===== config.mk =====
export PLATFORM = sky130hd
export DESIGN_NAME = ibex_irq_arbiter
export DESIGN_NICKNAME = d
export VERILOG_FILES = /design/src/rtl/ibex_irq_arbiter.sv
export SDC_FILE = /design/constraint.sdc
export NUM_CORES = 1
export LEC_CHECK = 0
export BUFFER_PORTS_ARGS = -buffer_cell sky130_fd_sc_hd__clkbuf_2
export CORE_ASPECT_RATIO = 1.75
export CORE_MARGIN = 2
export CORE_UTILIZATION = 58
export CTS_BUF_LIST = sky130_fd_sc_hd__clkbuf_2
export DETAILED_ROUTE_END_ITERATION = 7
export GPL_ROUTABILITY_DRIVEN = 0
export PLACE_DENSITY = 0.9
export REMOVE_ABC_BUFFERS = 1
export SETUP_SLACK_MARGIN = 0.5
export SYNTH_ARGS = -nofsm -noshare
export SYNTH_HDL_FRONTEND = slang
export SYNTH_SLANG_ARGS = --single-unit
export TNS_END_PERCENT = 5

===== constraint.sdc =====
create_clock -name clk_i -period 3.6 [get_ports clk_i]
set_input_delay 0 -clock clk_i [delete_from_list [all_inputs] [get_ports clk_i]]
set_output_delay 0 -clock clk_i [all_outputs]
set_load 0.02 [all_outputs]

===== src/rtl/ibex_irq_arbiter.sv =====
// Purpose : collect irq sources, latch edge-type lines, mask with CSR enables, pick one winner by fixed priority.
// Latency : 1 cycle from an eligible source (or a rising edge on an edge-type line) in IDLE to irq_req_o=1.
// Backpr. : request held until irq_ack_i; after an ack, BLANK holds off for HOLD_CYCLES cycles before re-arbitrating.
//
// Ports:
//   clk_i, rst_i                 clock, asynchronous active-high reset
//   irq_software_i/timer_i/external_i   level machine interrupts
//   irq_fast_i[NUM_FAST]         fast lines (edge-latched when FAST_EDGE=1, level otherwise)
//   irq_nm_i                     non-maskable irq, rising-edge latched
//   csr_mstatus_mie_i, csr_mie_i global and per-source enables ([0]=sw,[1]=timer,[2]=ext,[3+k]=fast k)
//   debug_mode_i                 blocks all new requests, NMI included
//   irq_req_o/irq_nm_o/irq_cause_o  registered request, NMI flag and cause to the controller
//   irq_ack_i                    controller took the current request
//   fast_pending_o               fast pending bits before masking (mfip view)
//   busy_o                       FSM is not IDLE
module ibex_irq_arbiter #(
    parameter bit          FAST_EDGE   = 1'b1,
    parameter int unsigned NUM_FAST    = 15,
    parameter int unsigned HOLD_CYCLES = 1
) (
    input  logic                  clk_i,
    input  logic                  rst_i,
    input  logic                  irq_software_i,
    input  logic                  irq_timer_i,
    input  logic                  irq_external_i,
    input  logic [NUM_FAST-1:0]   irq_fast_i,
    input  logic                  irq_nm_i,
    input  logic                  csr_mstatus_mie_i,
    input  logic [3+NUM_FAST-1:0] csr_mie_i,
    input  logic                  debug_mode_i,
    output logic                  irq_req_o,
    output logic                  irq_nm_o,
    output logic [5:0]            irq_cause_o,
    input  logic                  irq_ack_i,
    output logic [NUM_FAST-1:0]   fast_pending_o,
    output logic                  busy_o
);

    localparam logic [1:0] ST_IDLE  = 2'd0;
    localparam logic [1:0] ST_REQ   = 2'd1;
    localparam logic [1:0] ST_BLANK = 2'd2;

    localparam logic [5:0] CAUSE_NMI   = 6'h1F;
    localparam logic [5:0] CAUSE_EXT   = 6'h0B;
    localparam logic [5:0] CAUSE_SW    = 6'h03;
    localparam logic [5:0] CAUSE_TIMER = 6'h07;

    // BLANK counts down from HOLD_CYCLES-1 to 0, so it lasts exactly HOLD_CYCLES cycles.
    localparam logic [2:0] HOLD_LOAD = (HOLD_CYCLES > 0) ? 3'(HOLD_CYCLES - 1) : 3'd0;

    logic [1:0]          state_q, state_d;
    logic [2:0]          hold_cnt_q, hold_cnt_d;
    logic                nm_prev_q;
    logic [NUM_FAST-1:0] fast_prev_q;
    logic                nmi_q;
    logic [NUM_FAST-1:0] fast_q;
    logic                req_q, req_d;
    logic                nm_q, nm_d;
    logic [5:0]          cause_q, cause_d;

    logic                nm_rise;
    logic [NUM_FAST-1:0] fast_rise;
    logic                nmi_pend;
    logic [NUM_FAST-1:0] fast_pend;
    logic                glob_en;
    logic [NUM_FAST-1:0] fast_elig;
    logic                ext_elig, sw_elig, timer_elig, nmi_elig;
    logic                win_vld;
    logic [5:0]          win_cause;
    logic                held_is_fast;
    logic                held_elig;
    logic                ack_take;
    logic                nmi_clr;
    logic [NUM_FAST-1:0] fast_clr;

    // ------------------------------------------------------------------
    // Edge detection and pending view
    // ------------------------------------------------------------------
    assign nm_rise   = irq_nm_i & ~nm_prev_q;
    assign fast_rise = irq_fast_i & ~fast_prev_q;

    // A rising edge counts as pending in the cycle it is seen, so an edge
    // in IDLE is requested on the very edge that also latches it.
    assign nmi_pend = nmi_q | nm_rise;

    always_comb begin
        if (FAST_EDGE) begin
            fast_pend      = fast_q | fast_rise;
            fast_pending_o = fast_q;
        end else begin
            fast_pend      = irq_fast_i;
            fast_pending_o = irq_fast_i;
        end
    end

    // ------------------------------------------------------------------
    // Eligibility
    // ------------------------------------------------------------------
    assign glob_en    = csr_mstatus_mie_i & ~debug_mode_i;
    assign fast_elig  = fast_pend & csr_mie_i[3 +: NUM_FAST] & {NUM_FAST{glob_en}};
    assign ext_elig   = irq_external_i & csr_mie_i[2] & glob_en;
    assign sw_elig    = irq_software_i & csr_mie_i[0] & glob_en;
    assign timer_elig = irq_timer_i    & csr_mie_i[1] & glob_en;
    assign nmi_elig   = nmi_pend & ~debug_mode_i;

    // ------------------------------------------------------------------
    // Fixed-priority winner: NMI, fast[N-1..0], ext, sw, timer
    // ------------------------------------------------------------------
    always_comb begin
        win_vld   = 1'b0;
        win_cause = 6'h00;
        if (nmi_elig) begin
            win_vld   = 1'b1;
            win_cause = CAUSE_NMI;
        end else begin
            for (int k = NUM_FAST - 1; k >= 0; k--) begin
                if (!win_vld && fast_elig[k]) begin
                    win_vld   = 1'b1;
                    win_cause = {2'b11, 4'(k)};
                end
            end
            if (!win_vld) begin
                if (ext_elig) begin
                    win_vld   = 1'b1;
                    win_cause = CAUSE_EXT;
                end else if (sw_elig) begin
                    win_vld   = 1'b1;
                    win_cause = CAUSE_SW;
                end else if (timer_elig) begin
                    win_vld   = 1'b1;
                    win_cause = CAUSE_TIMER;
                end
            end
        end
    end

    // ------------------------------------------------------------------
    // Is the source held in REQ still eligible? The cause register doubles
    // as the winner id: fast causes are the only ones with bits [5:4]=11.
    // ------------------------------------------------------------------
    assign held_is_fast = (cause_q[5:4] == 2'b11);

    always_comb begin
        held_elig = 1'b0;
        if (nm_q) begin
            held_elig = nmi_elig;
        end else if (held_is_fast) begin
            for (int k = 0; k < NUM_FAST; k++) begin
                if (cause_q[3:0] == 4'(k)) begin
                    held_elig = fast_elig[k];
                end
            end
        end else begin
            case (cause_q)
                CAUSE_EXT:   held_elig = ext_elig;
                CAUSE_SW:    held_elig = sw_elig;
                CAUSE_TIMER: held_elig = timer_elig;
                default:     held_elig = 1'b0;
            endcase
        end
    end

    // ------------------------------------------------------------------
    // Latch clears on ack of the held winner
    // ------------------------------------------------------------------
    assign ack_take = (state_q == ST_REQ) & irq_ack_i;
    assign nmi_clr  = ack_take & nm_q;

    always_comb begin
        fast_clr = '0;
        for (int k = 0; k < NUM_FAST; k++) begin
            fast_clr[k] = ack_take & held_is_fast & (cause_q[3:0] == 4'(k));
        end
    end

    // Set has priority over clear so an edge arriving with the ack is kept.
    always_ff @(posedge clk_i or posedge rst_i) begin
        if (rst_i) begin
            nm_prev_q   <= 1'b0;
            fast_prev_q <= '0;
            nmi_q       <= 1'b0;
            fast_q      <= '0;
        end else begin
            nm_prev_q   <= irq_nm_i;
            fast_prev_q <= irq_fast_i;
            nmi_q       <= nm_rise | (nmi_q & ~nmi_clr);
            if (FAST_EDGE) begin
                fast_q <= fast_rise | (fast_q & ~fast_clr);
            end else begin
                fast_q <= '0;
            end
        end
    end

    // ------------------------------------------------------------------
    // Request FSM
    // ------------------------------------------------------------------
    always_comb begin
        state_d    = state_q;
        hold_cnt_d = hold_cnt_q;
        req_d      = req_q;
        nm_d       = nm_q;
        cause_d    = cause_q;
        case (state_q)
            ST_IDLE: begin
                if (win_vld) begin
                    state_d = ST_REQ;
                    req_d   = 1'b1;
                    cause_d = win_cause;
                    nm_d    = nmi_elig;
                end
            end
            ST_REQ: begin
                if (irq_ack_i) begin
                    req_d   = 1'b0;
                    nm_d    = 1'b0;
                    cause_d = 6'h00;
                    if (HOLD_CYCLES == 0) begin
                        state_d = ST_IDLE;
                    end else begin
                        state_d    = ST_BLANK;
                        hold_cnt_d = HOLD_LOAD;
                    end
                end else if (!nm_q && nmi_elig) begin
                    // Only an NMI may displace a held request.
                    cause_d = CAUSE_NMI;
                    nm_d    = 1'b1;
                end else if (!held_elig) begin
                    state_d = ST_IDLE;
                    req_d   = 1'b0;
                    nm_d    = 1'b0;
                    cause_d = 6'h00;
                end
            end
            ST_BLANK: begin
                if (hold_cnt_q == 3'd0) begin
                    state_d = ST_IDLE;
                end else begin
                    hold_cnt_d = hold_cnt_q - 3'd1;
                end
            end
            default: begin
                state_d = ST_IDLE;
                req_d   = 1'b0;
                nm_d    = 1'b0;
                cause_d = 6'h00;
            end
        endcase
    end

    always_ff @(posedge clk_i or posedge rst_i) begin
        if (rst_i) begin
            state_q    <= ST_IDLE;
            hold_cnt_q <= 3'd0;
            req_q      <= 1'b0;
            nm_q       <= 1'b0;
            cause_q    <= 6'h00;
        end else begin
            state_q    <= state_d;
            hold_cnt_q <= hold_cnt_d;
            req_q      <= req_d;
            nm_q       <= nm_d;
            cause_q    <= cause_d;
        end
    end

    assign irq_req_o   = req_q;
    assign irq_nm_o    = nm_q;
    assign irq_cause_o = cause_q;
    assign busy_o      = (state_q != ST_IDLE);

endmodule


After elaboration in Yosys (flattened, before gate mapping)
Index checks and enable logic that the tools add are counted.
Storage, ports and cells
  bits in registers: 45
  memory bits (writable): 0
  memories: 0
  input port bits: 42
  logic and storage cells: 214
  memory bits (read-only): 0
  bits in latches: 0
  output and inout port bits: 24
Operators by class
  equality and inequality tests: 27
  shifts and indexed selects: 0
  multiplexer cells: 96
  div/mod/pow operators: 0
  multiply operators: 0
  bitwise gates (word level): 42
  reduce and logical (&&, ||, !) cells: 39
  add/subtract/negate cells: 1
  order comparisons: 0
Operators with widths (number)
  6-bit two-way mux: 24
  15-bit bitwise AND: 4
  1-bit two-way mux: 59
  15-bit NOT: 2
  15-bit OR: 2
  1-bit bitwise AND: 28
  4-bit == test (second input constant): 7
  6-bit case mux with 3 select lines: 1
  4-bit by 3-bit == test with 1-bit output (second input constant): 4
  1-bit logical AND: 15
  1-bit logical NOT: 15
  2-bit two-way mux: 5
  1-bit case mux with 3 select lines: 3
  4-bit by 2-bit == test with 1-bit output (second input constant): 2
  2-bit != test (second input constant): 4
  4-bit AND reduction: 2
  6-bit by 2-bit == test with 1-bit output (second input constant): 1
  6-bit by 3-bit == test with 1-bit output (second input constant): 1
  6-bit by 4-bit == test with 1-bit output (second input constant): 1
  3-bit two-way mux: 2
  3-bit != test (second input constant): 2
  2-bit case mux with 3 select lines: 1
  3-bit case mux with 2 select lines: 1
  3-bit AND reduction: 2
  other kinds (11): 17

Longest topological paths before layout
Gate-level depths: netlist of the first run.
  depth in word-level cells: 69
  mapped depth: 9
  depth with buffers taken out: 7

Worst setup path after synthesis of the first run
OpenSTA, ideal clock, no wires.
  path type: flip-flop to flip-flop
  start point: register cause_q[0] (netlist: irq_cause_o[0])
  end point: register cause_q[2] (netlist: irq_cause_o[2])
  stages on the path, launching flop included: 7
  library setup time: 0.066 ns
  period minus slack after synthesis: 2.200 ns
  data required time: 3.534 ns
  setup slack: 1.400 ns
  data arrival time: 2.133 ns
  buffers on the path: 1
  cells stage by stage: dfrtp_1 > clkbuf_1 > mux4_2 > nor2b_1 > a311o_1 > o211ai_4 > a221o_1
Between the ends
  longest elaborated chain between the ends: 20
  elaborated cells on any way between the ends: 38
  those cells by class: eq/ne (18); mux (18); reduce/logical (2)
Ends and longest elaborated chain
  start, declared: line 59  | logic [5:0] cause_q, cause_d;
  start signal, assigned: line 263  | cause_q <= cause_d;
  4-bit logical NOT: line 149  | if (cause_q[3:0] == 4'(k)) begin
  1-bit two-way mux (15 in series): line 149
  1-bit two-way mux *: line 147  | end else if (held_is_fast) begin
  1-bit two-way mux *: line 145  | if (nm_q) begin
  4-bit by 3-bit != test with 1-bit output (no line) *
  3-bit AND reduction (no line) *
Every way passes the cells marked *; elsewhere a longest branch is shown, timed or not.
A chain may end at the register's enable or synchronous reset.

Final worst setup path of the first run
  start point: register fast_q[14] (netlist: fast_pending_o[14])
  end point: register cause_q[2] (netlist: irq_cause_o[2])
Between the ends
  longest elaborated chain between the ends: 67
  elaborated cells on any way between the ends: 91
  those cells by class: eq/ne (2); mux (57); bitwise (3); reduce/logical (29)
Ends and longest elaborated chain
  start, declared: line 56  | logic [NUM_FAST-1:0] fast_q;
  start signal, assigned: line 188  | fast_q <= fast_rise | (fast_q & ~fast_clr);
  15-bit OR *: line 88  | fast_pend = fast_q | fast_rise;
  15-bit bitwise AND * (2 in series): line 100  | assign fast_elig = fast_pend & csr_mie_i[3 +: NUM_FAST] & {NUM_FAST{glob_en}};
  1-bit two-way mux: line 117  | if (!win_vld && fast_elig[k]) begin
  1-bit two-way mux: line 112  | if (nmi_elig) begin
  1-bit logical NOT: line 117
  1-bit logical AND: line 117
  1-bit two-way mux: line 117
  1-bit two-way mux: line 112
  [... 50 more ...]
  6-bit two-way mux: line 117
  6-bit two-way mux: line 129  | end else if (timer_elig) begin
  6-bit two-way mux: line 126  | end else if (sw_elig) begin
  6-bit two-way mux: line 123  | if (ext_elig) begin
  6-bit two-way mux: line 122  | if (!win_vld) begin
  6-bit two-way mux: line 112
  6-bit two-way mux: line 206  | if (win_vld) begin
  6-bit case mux with 3 select lines: line 204  | case (state_q)
Every way passes the cells marked *; elsewhere a longest branch is shown, timed or not. The select of a mux whose other input is x is not followed.

==> impl_metrics.toml, run 1 <==
[route]
ant_nets = 0
dr_total_vias = 2385
drc = 0
wl_mm = 6.578
avgViaCountPerCell = 6.147
drt_iter0_drc = 115
wire_per_inst_microns = 16.95
firstDrtPassIters = 4

[power]
switching_share_pct = 43.59
seq_power_share_pct = 45.2
powerDensity_mw_per_mm2 = 528.3
p_leak_nw = 1.297
vdd_ir_drop_max_mv = 0.4186
pwr-share-clk_pct = 13.3
combPwrFrac_pct = 41.5
power_switching_mw = 0.6915
p_int_mw = 0.8949

[finish]
drive_gt1_share_pct = 25.37
fillCellCount = 326
diodes = 0
instances_no_fill = 388
syn2layout_area_growth_pct = 24.03
multi_input_area_sq_mm = 0.001215
layout.nets = 382
final-seq-area_sq_mm = 0.001126

[global_route]
gr-total-overflow = 0
grt_pass1_wl_mm = 10.26
antenna_found_initial = 0
first_global_vias = 2395
grt_max_degree = 46
track_usage_pct = 29.57

[worst_setup_path]
cp_data_arrival_time_ps = 2700
worstPathRequired_ps = 3930
worst-setup-path-type = "reg -> reg"
critPathLaunchType = "flip-flop"
end_kind = "flip-flop"
path_max_fanout = 6

[clocking]
clk_latency_ps = 410
hold_buffers = 19
cts_tree = "done"
cts_sinks = 45
cts_htree_levels = 2
clock_path_buffers = 2
ctsRootBufferMaster = "clkbuf_2"
post_cts_resized = 0
clk_pin_slew_worst_paths_ps = 220
cts_setup_buffers = 0
cts_buffers = 5

[synth]
ys_seq_elements = 45
synth.distinct_cells = 48
synthCells = 255
avgSynthCellArea_sq_um = 9.494
synth_area_sq_mm = 0.002421
yosysSeqAreaShare_pct = 46.51
synth-main-ff-cell = "dfrtp_1"
async_flop_share_pct = 100.0
netlist.area_leader.share_pct = 46.51
synth_edf_count = 0
synth_top_area_cell = "dfrtp_1"
synth_area_leaders = "dfrtp_1 47%, o21ai_0 5.8%, nand2b_1 4.7%, nor2b_1 4.4%, o211ai_1 3.7%"
ys_warn_count = 0

[sta]
clock-skew-final_ps = 11.13
clock.fmax_mhz = 422.4
slew_headroom_pct = 62.44
setup_viol = 0
slew_viol_final = 0
finalWorstSetupSlack_ps = 1233
tns_ps = 0
worst_slew_pin_slew_ps = 559.1
finalCritPeriodShare_pct = 65.76
grt_setup_unrepaired = "no"
post-route-min-period_ps = 2367
hold_viol_final = 0

[run_status]
outcome = "complete, no violations"

[die]
ios = 66
dieHeight_microns = 89.47
chipWidth_microns = 52.84
core_sq_mm = 0.004073
die_area_sq_mm = 0.004728
rows = 31
start_util_pct = 59.45

[place]
place_hpwl_mm = 4.962
port_buffers = 65
pre_cts_slack_ps = 1217
placed_cells = 361

[flow_run]
max-cap-violations = 0

[hold_path]
hp-class = "in -> reg"
==> placed cells by master (no fill, tap or decap), types with 4 or more instances in the layout <==
| cell | instances |
|---|---|
| clkbuf_2 | 71 |
| dfrtp_1 | 45 |
| o21ai_0 | 28 |
| nand2_1 | 19 |
| dlygate4sd3_1 | 19 |
| nand2b_1 | 18 |
| nor2_1 | 17 |
| nor2b_1 | 17 |
| o211ai_1 | 12 |
| inv_1 | 9 |
| a21oi_1 | 9 |
| nand3_1 | 8 |
| nor3_1 | 6 |
| o2111ai_1 | 5 |
| or2_2 | 4 |
| a22o_1 | 4 |
==> cell usage after synthesis, types with 2 or more instances <==
cell type,count
or2_2,4
a22o_1,4
nor3_1,6
nand3_1,8
o2111ai_1,5
nand2_1,19
nand4_1,3
clkbuf_1,6
a211o_1,2
o21ai_0,28
o211ai_1,12
a21oi_1,9
mux2i_1,2
o211ai_2,3
a21boi_0,2
a21o_1,3
a31oi_1,3
nor2b_1,17
o21a_1,3
nand2b_1,18
nor2_1,17
inv_1,10
dfrtp_1,45
ha_1,2
==> kinds of logic (layout without fill, tap and decap cells) <==
logic type | after synthesis | after routing | synth area share (%)
muxes | 4 | 4 | 2.222
and+or+nand+nor | 97 | 97 | 21.29
adders and majority gates | 2 | 2 | 1.033
DFF | 45 | 45 | 46.51
buffers and inverters | 19 | 103 | 3.307
AOI/OAI and AO/OA | 88 | 88 | 25.63
==> metrics by stage <==
step	utilization (%)	cell area [sq um]	hold WS (ps)	power, mW
floorplan	-	2379	31.43	1.130
global placement	68.08	2773	120.2	1.323
detailed placement	68.08	2773	120.9	1.343
CTS	73.73	3003	36.58	1.572
global route	73.73	3003	65.99	1.670
finish	73.73	3003	54.77	1.586
==> critical path, stage by stage (launching register included) <==
cell	delay (ps)
dfrtp_1	450
o211ai_1	360
nand4_1	280
nor4_2	590
and2_1	230
a21oi_1	70
a221o_1	300
==> power by group through the flow <==
| stage | clock network (mW) | registers, mW | logic (mW) |
|---|---|---|---|
| finish | 0.211 | 0.717 | 0.659 |
| global route | 0.227 | 0.725 | 0.718 |
| CTS | 0.215 | 0.710 | 0.647 |
| detailed placement | 0 | 0.719 | 0.624 |
| global placement | 0 | 0.715 | 0.609 |
| floorplan | 0 | 0.746 | 0.383 |
==> path summary, 6_finish.rpt <==
path                                     from               to  slack [ps]  cells past startpoint
setup / recovery           fast_pending_o[14]   irq_cause_o[2]        1230                      6
hold / removal                   debug_mode_i   irq_cause_o[5]          50                      3
setup reg to reg           fast_pending_o[14]   irq_cause_o[2]        1230                      6
hold reg to reg                         nmi_q            nmi_q         520                      1
max in group asynchronous               rst_i  fast_prev_q[13]        3000                      4
min in group asynchronous               rst_i   irq_cause_o[0]         210                      4
==> sequential cells by signal, indices dropped and copies added, names as in the netlist <==
signal	flops
fast_pending_o	15
fast_prev_q	15
irq_cause_o	6
hold_cnt_q	3
state_q	2
irq_nm_o	1
irq_req_o	1
nm_prev_q	1
nmi_q	1
==> routing by layer <==
layer,vias to the layer above,global-route usage (%),wire length [microns]
met5,-,0,0
met1,1119,29.97,2324
met4,0,21.68,423
li1,1095,-,-
met2,127,52.27,3472
met3,44,5.351,358
==> final cells by class <==
cell class                 instances  area share, %
clock buffer                       6          1.000
clock inverter                     2         0.3333
inverter                          10          1.250
multi-input combinational        191          40.46
sequential                        45          37.50
tap                               49          2.042
timing repair buffer              85          17.42
No activity file was read; power rests on OpenSTA's default activity.
==> run 2: changes to the inputs <==
--- a/config.mk
+++ b/config.mk
@@ -5,14 +5,15 @@
 export SDC_FILE = /design/constraint.sdc
 export NUM_CORES = 1
 export LEC_CHECK = 0
+export ABC_AREA = 1
 export BUFFER_PORTS_ARGS = -buffer_cell sky130_fd_sc_hd__clkbuf_2
 export CORE_ASPECT_RATIO = 1.75
 export CORE_MARGIN = 2
-export CORE_UTILIZATION = 58
+export CORE_UTILIZATION = 55
 export CTS_BUF_LIST = sky130_fd_sc_hd__clkbuf_2
 export DETAILED_ROUTE_END_ITERATION = 7
 export GPL_ROUTABILITY_DRIVEN = 0
-export PLACE_DENSITY = 0.9
+export PLACE_DENSITY = 0.85
 export REMOVE_ABC_BUFFERS = 1
 export SETUP_SLACK_MARGIN = 0.5
 export SYNTH_ARGS = -nofsm -noshare
==> constraint.sdc (replaced) <==
create_clock -name clk_i -period 2.45 [get_ports clk_i]
set_input_delay 0 -clock clk_i [delete_from_list [all_inputs] [get_ports clk_i]]
set_output_delay 0 -clock clk_i [all_outputs]
set_load 0.02 [all_outputs]
==> run 2 against run 1 <==
Compared with the run above:
- hold slack lost 2.5 ps
- routed wire length grew 3.9%
- synthesized cell count grew 36%
- highest routed layer unchanged
- cell count grew 29%
- combinational power grew 90%
- via count grew 12%
==> impl_metrics.toml, run 2 <==
[run_status]
outcome = "complete, no violations"

[route]
drc = 0
ant_nets = 0
avgViaCountPerCell = 5.355
firstDrtPassIters = 5
drt_iter0_drc = 103
wl_mm = 6.835
dr_total_vias = 2683
wire_per_inst_microns = 13.64

[finish]
fillCellCount = 397
final_cell_mix = "75 x inv_1, 71 x clkbuf_2, 65 x nand2_1, 42 x dfrtp_1, 32 x nor2_1"
drive_gt1_share_pct = 28.73
diodes = 0
layout.nets = 493
syn2layout_area_growth_pct = 28.89
final_common_cell = "inv_1"

[clocking]
ctsRootBufferMaster = "clkbuf_2"
cts_buffers = 5
clock_path_buffers = 2
cts_tree = "done"
cts_sinks = 45
clk_latency_ps = 410
cts_htree_levels = 2
clk_pin_slew_worst_paths_ps = 190

[synth]
synth_edf_count = 0
synth.distinct_cells = 29
synthCells = 348
synth_top_area_cell = "dfrtp_1"
synth_top_family_by_area = "simple AND/OR/NAND/NOR gates"
synth-xor-area-share_pct = 0
yosysMostFrequentCell = "inv_1"
avgSynthCellArea_sq_um = 7.468
synth_fa_ha_area_share_pct = 0.9629
yosys.area_share.simple_pct = 33.27
synth_area_sq_mm = 0.002599
netlist.area_leader.share_pct = 43.33
synth.mux.area_fraction_pct = 0
synth_compound_area_share_pct = 9.677
async_flop_share_pct = 100.0
ys_top_cells_by_count = "80 x inv_1, 75 x nand2_1, 45 x dfrtp_1"
synth-main-ff-cell = "dfrtp_1"
ys_warn_count = 0
ys_seq_elements = 45
yosysSeqAreaShare_pct = 43.33
synth_area_leaders = "dfrtp_1 43%, inv_1 12%, nand2_1 11%, nor2_1 4.9%, nand3_1 4.6%"

[worst_setup_path]
regToRegSetupSlack_ps = 370
cp-startpoint = "fast_pending_o[13]"
end_kind = "flip-flop"
crit_family = "simple AND/OR/NAND/NOR gates"
endpoint = "irq_cause_o[3]"
critical_path_depth = 15
critPathSlowestCell = "dfrtp_1"
crit_path_cell_trace = "inv_1 > nand2_2 > nand3_4 > nand3_4 > nor2_4 > nand4_4 > nor2_4 > nand4_4 > nor2_4 > nand4_4 > nor2_4 > nor2_2 > nand2_4 > nand2_1 > nand2_1"
critPathBufInv = 1
path_max_fanout = 7
slowest_delay_ps = 430
worst-setup-path-type = "reg -> reg"
cp_data_arrival_time_ps = 2430
rr_startpoint = "fast_pending_o[13]"
critPathLaunchType = "flip-flop"
cpMostUsedCell = "nor2_4"
r2r_end = "irq_cause_o[3]"
r2r_cells = 15
worstPathRequired_ps = 2800

[hold_path]
hp-class = "in -> reg"

[place]
port_buffers = 65
pre_cts_slack_ps = 332.8
place_hpwl_mm = 5.119

[global_route]
gr-total-overflow = 0
grt_max_degree = 25
grt_pass1_wl_mm = 10.90
antenna_found_initial = 0
track_usage_pct = 26.22
first_global_vias = 2639

[die]
start_util_pct = 56.20
ios = 66
chipWidth_microns = 55.96
core_sq_mm = 0.004624
die_area_sq_mm = 0.005312
dieHeight_microns = 94.93
rows = 33

[sta]
slew_viol_final = 0
tns_ps = 0
hold_viol_final = 0
post-route-min-period_ps = 2078
finalCritPeriodShare_pct = 84.82
finalWorstSetupSlack_ps = 371.8
slew_headroom_pct = 46.47
worst_slew_pin_slew_ps = 798.0
setup_viol = 0
grt_setup_unrepaired = "yes"
clock.fmax_mhz = 481.2
clock-skew-final_ps = 16.26

[power]
vdd_ir_drop_max_mv = 0.6601
p_leak_nw = 1.826
powerDensity_mw_per_mm2 = 757.2

[flow_run]
max-cap-violations = 0
run 2: repair_timing:
item                       4_1_cts  5_1_grt
hold endpoints to repair        53        0
hold buffers                    17        0
setup buffers                    3        9
setup endpoints to repair        9        9
gates resized for setup          1       25
pin swaps                        0        8
run 2: area by class of cell:
cell class	instances	area, sq um	share of cell area, %
Multi-Input combinational cell	219	1207	36.05
Sequential cell	45	1130	33.73
Timing Repair Buffer	96	600.6	17.93
Inverter	82	312.8	9.339
Tap cell	52	65.06	1.942
Clock buffer	6	30.03	0.8965
Clock inverter	1	3.754	0.1121
run 2: report_power, final:
part	internal [mW]	total, mW	switching (mW)
logic	0.427	1.25	0.827
clock network	0.0665	0.292	0.226
registers	0.880	0.989	0.110
total	1.37	2.54	1.16
run 2: worst min path at each step:
stage	start	endpoint	depth (start not counted)
after global placement	rst_i	nm_prev_q	2
after detailed placement	rst_i	hold_cnt_q[0]	2
after floorplan	irq_fast_i[0]	fast_prev_q[0]	0
after global routing	debug_mode_i	irq_nm_o	4
after CTS	debug_mode_i	irq_nm_o	4
final	debug_mode_i	irq_nm_o	4
run 2: per-layer routing:
layer	vias to the layer above	GRT usage [%]	routed length (microns)
met5	-	0	0
met4	0	16.47	308
met3	34	3.562	321
met2	105	49.61	3821
met1	1241	26.37	2383
li1	1303	-	-
run 2: cell families (layout without fill, tap and decap cells):
family                   after synthesis  in the layout
flip-flops                            45             45
AO/OA/AOI/OAI                         45             45
adder cells (fa/ha/maj)                2              2
AND/OR/NAND/NOR                      172            172
buffers and inverters                 84            185
run 2: worst register-to-register path, stage by stage, from the launching register on:
cell,delay (ps)
dfrtp_1,430
inv_1,70
nand2_2,80
nand3_4,100
nand3_4,100
nor2_4,150
nand4_4,110
nor2_4,160
nand4_4,110
nor2_4,150
nand4_4,140
nor2_4,140
nor2_2,70
nand2_4,110
nand2_1,60
nand2_1,60
run 2: per-stage QoR:
| stage | cell area (sq um) | power (mW) | hold WS, ps | cells | util [%] |
|---|---|---|---|---|---|
| 2_1_floorplan | 2580 | 1.734 | 31.43 | 346 | - |
| 3_3_place_gp | 2985 | 2.038 | 62.22 | 465 | 64.56 |
| 3_5_place_dp | 2985 | 2.071 | 66.90 | 465 | 64.56 |
| 4_1_cts | 3214 | 2.418 | 40.71 | 492 | 69.51 |
| 5_1_grt | 3349 | 2.719 | 38.64 | 501 | 72.43 |
| 6_report | 3349 | 2.536 | 52.26 | 501 | 72.43 |
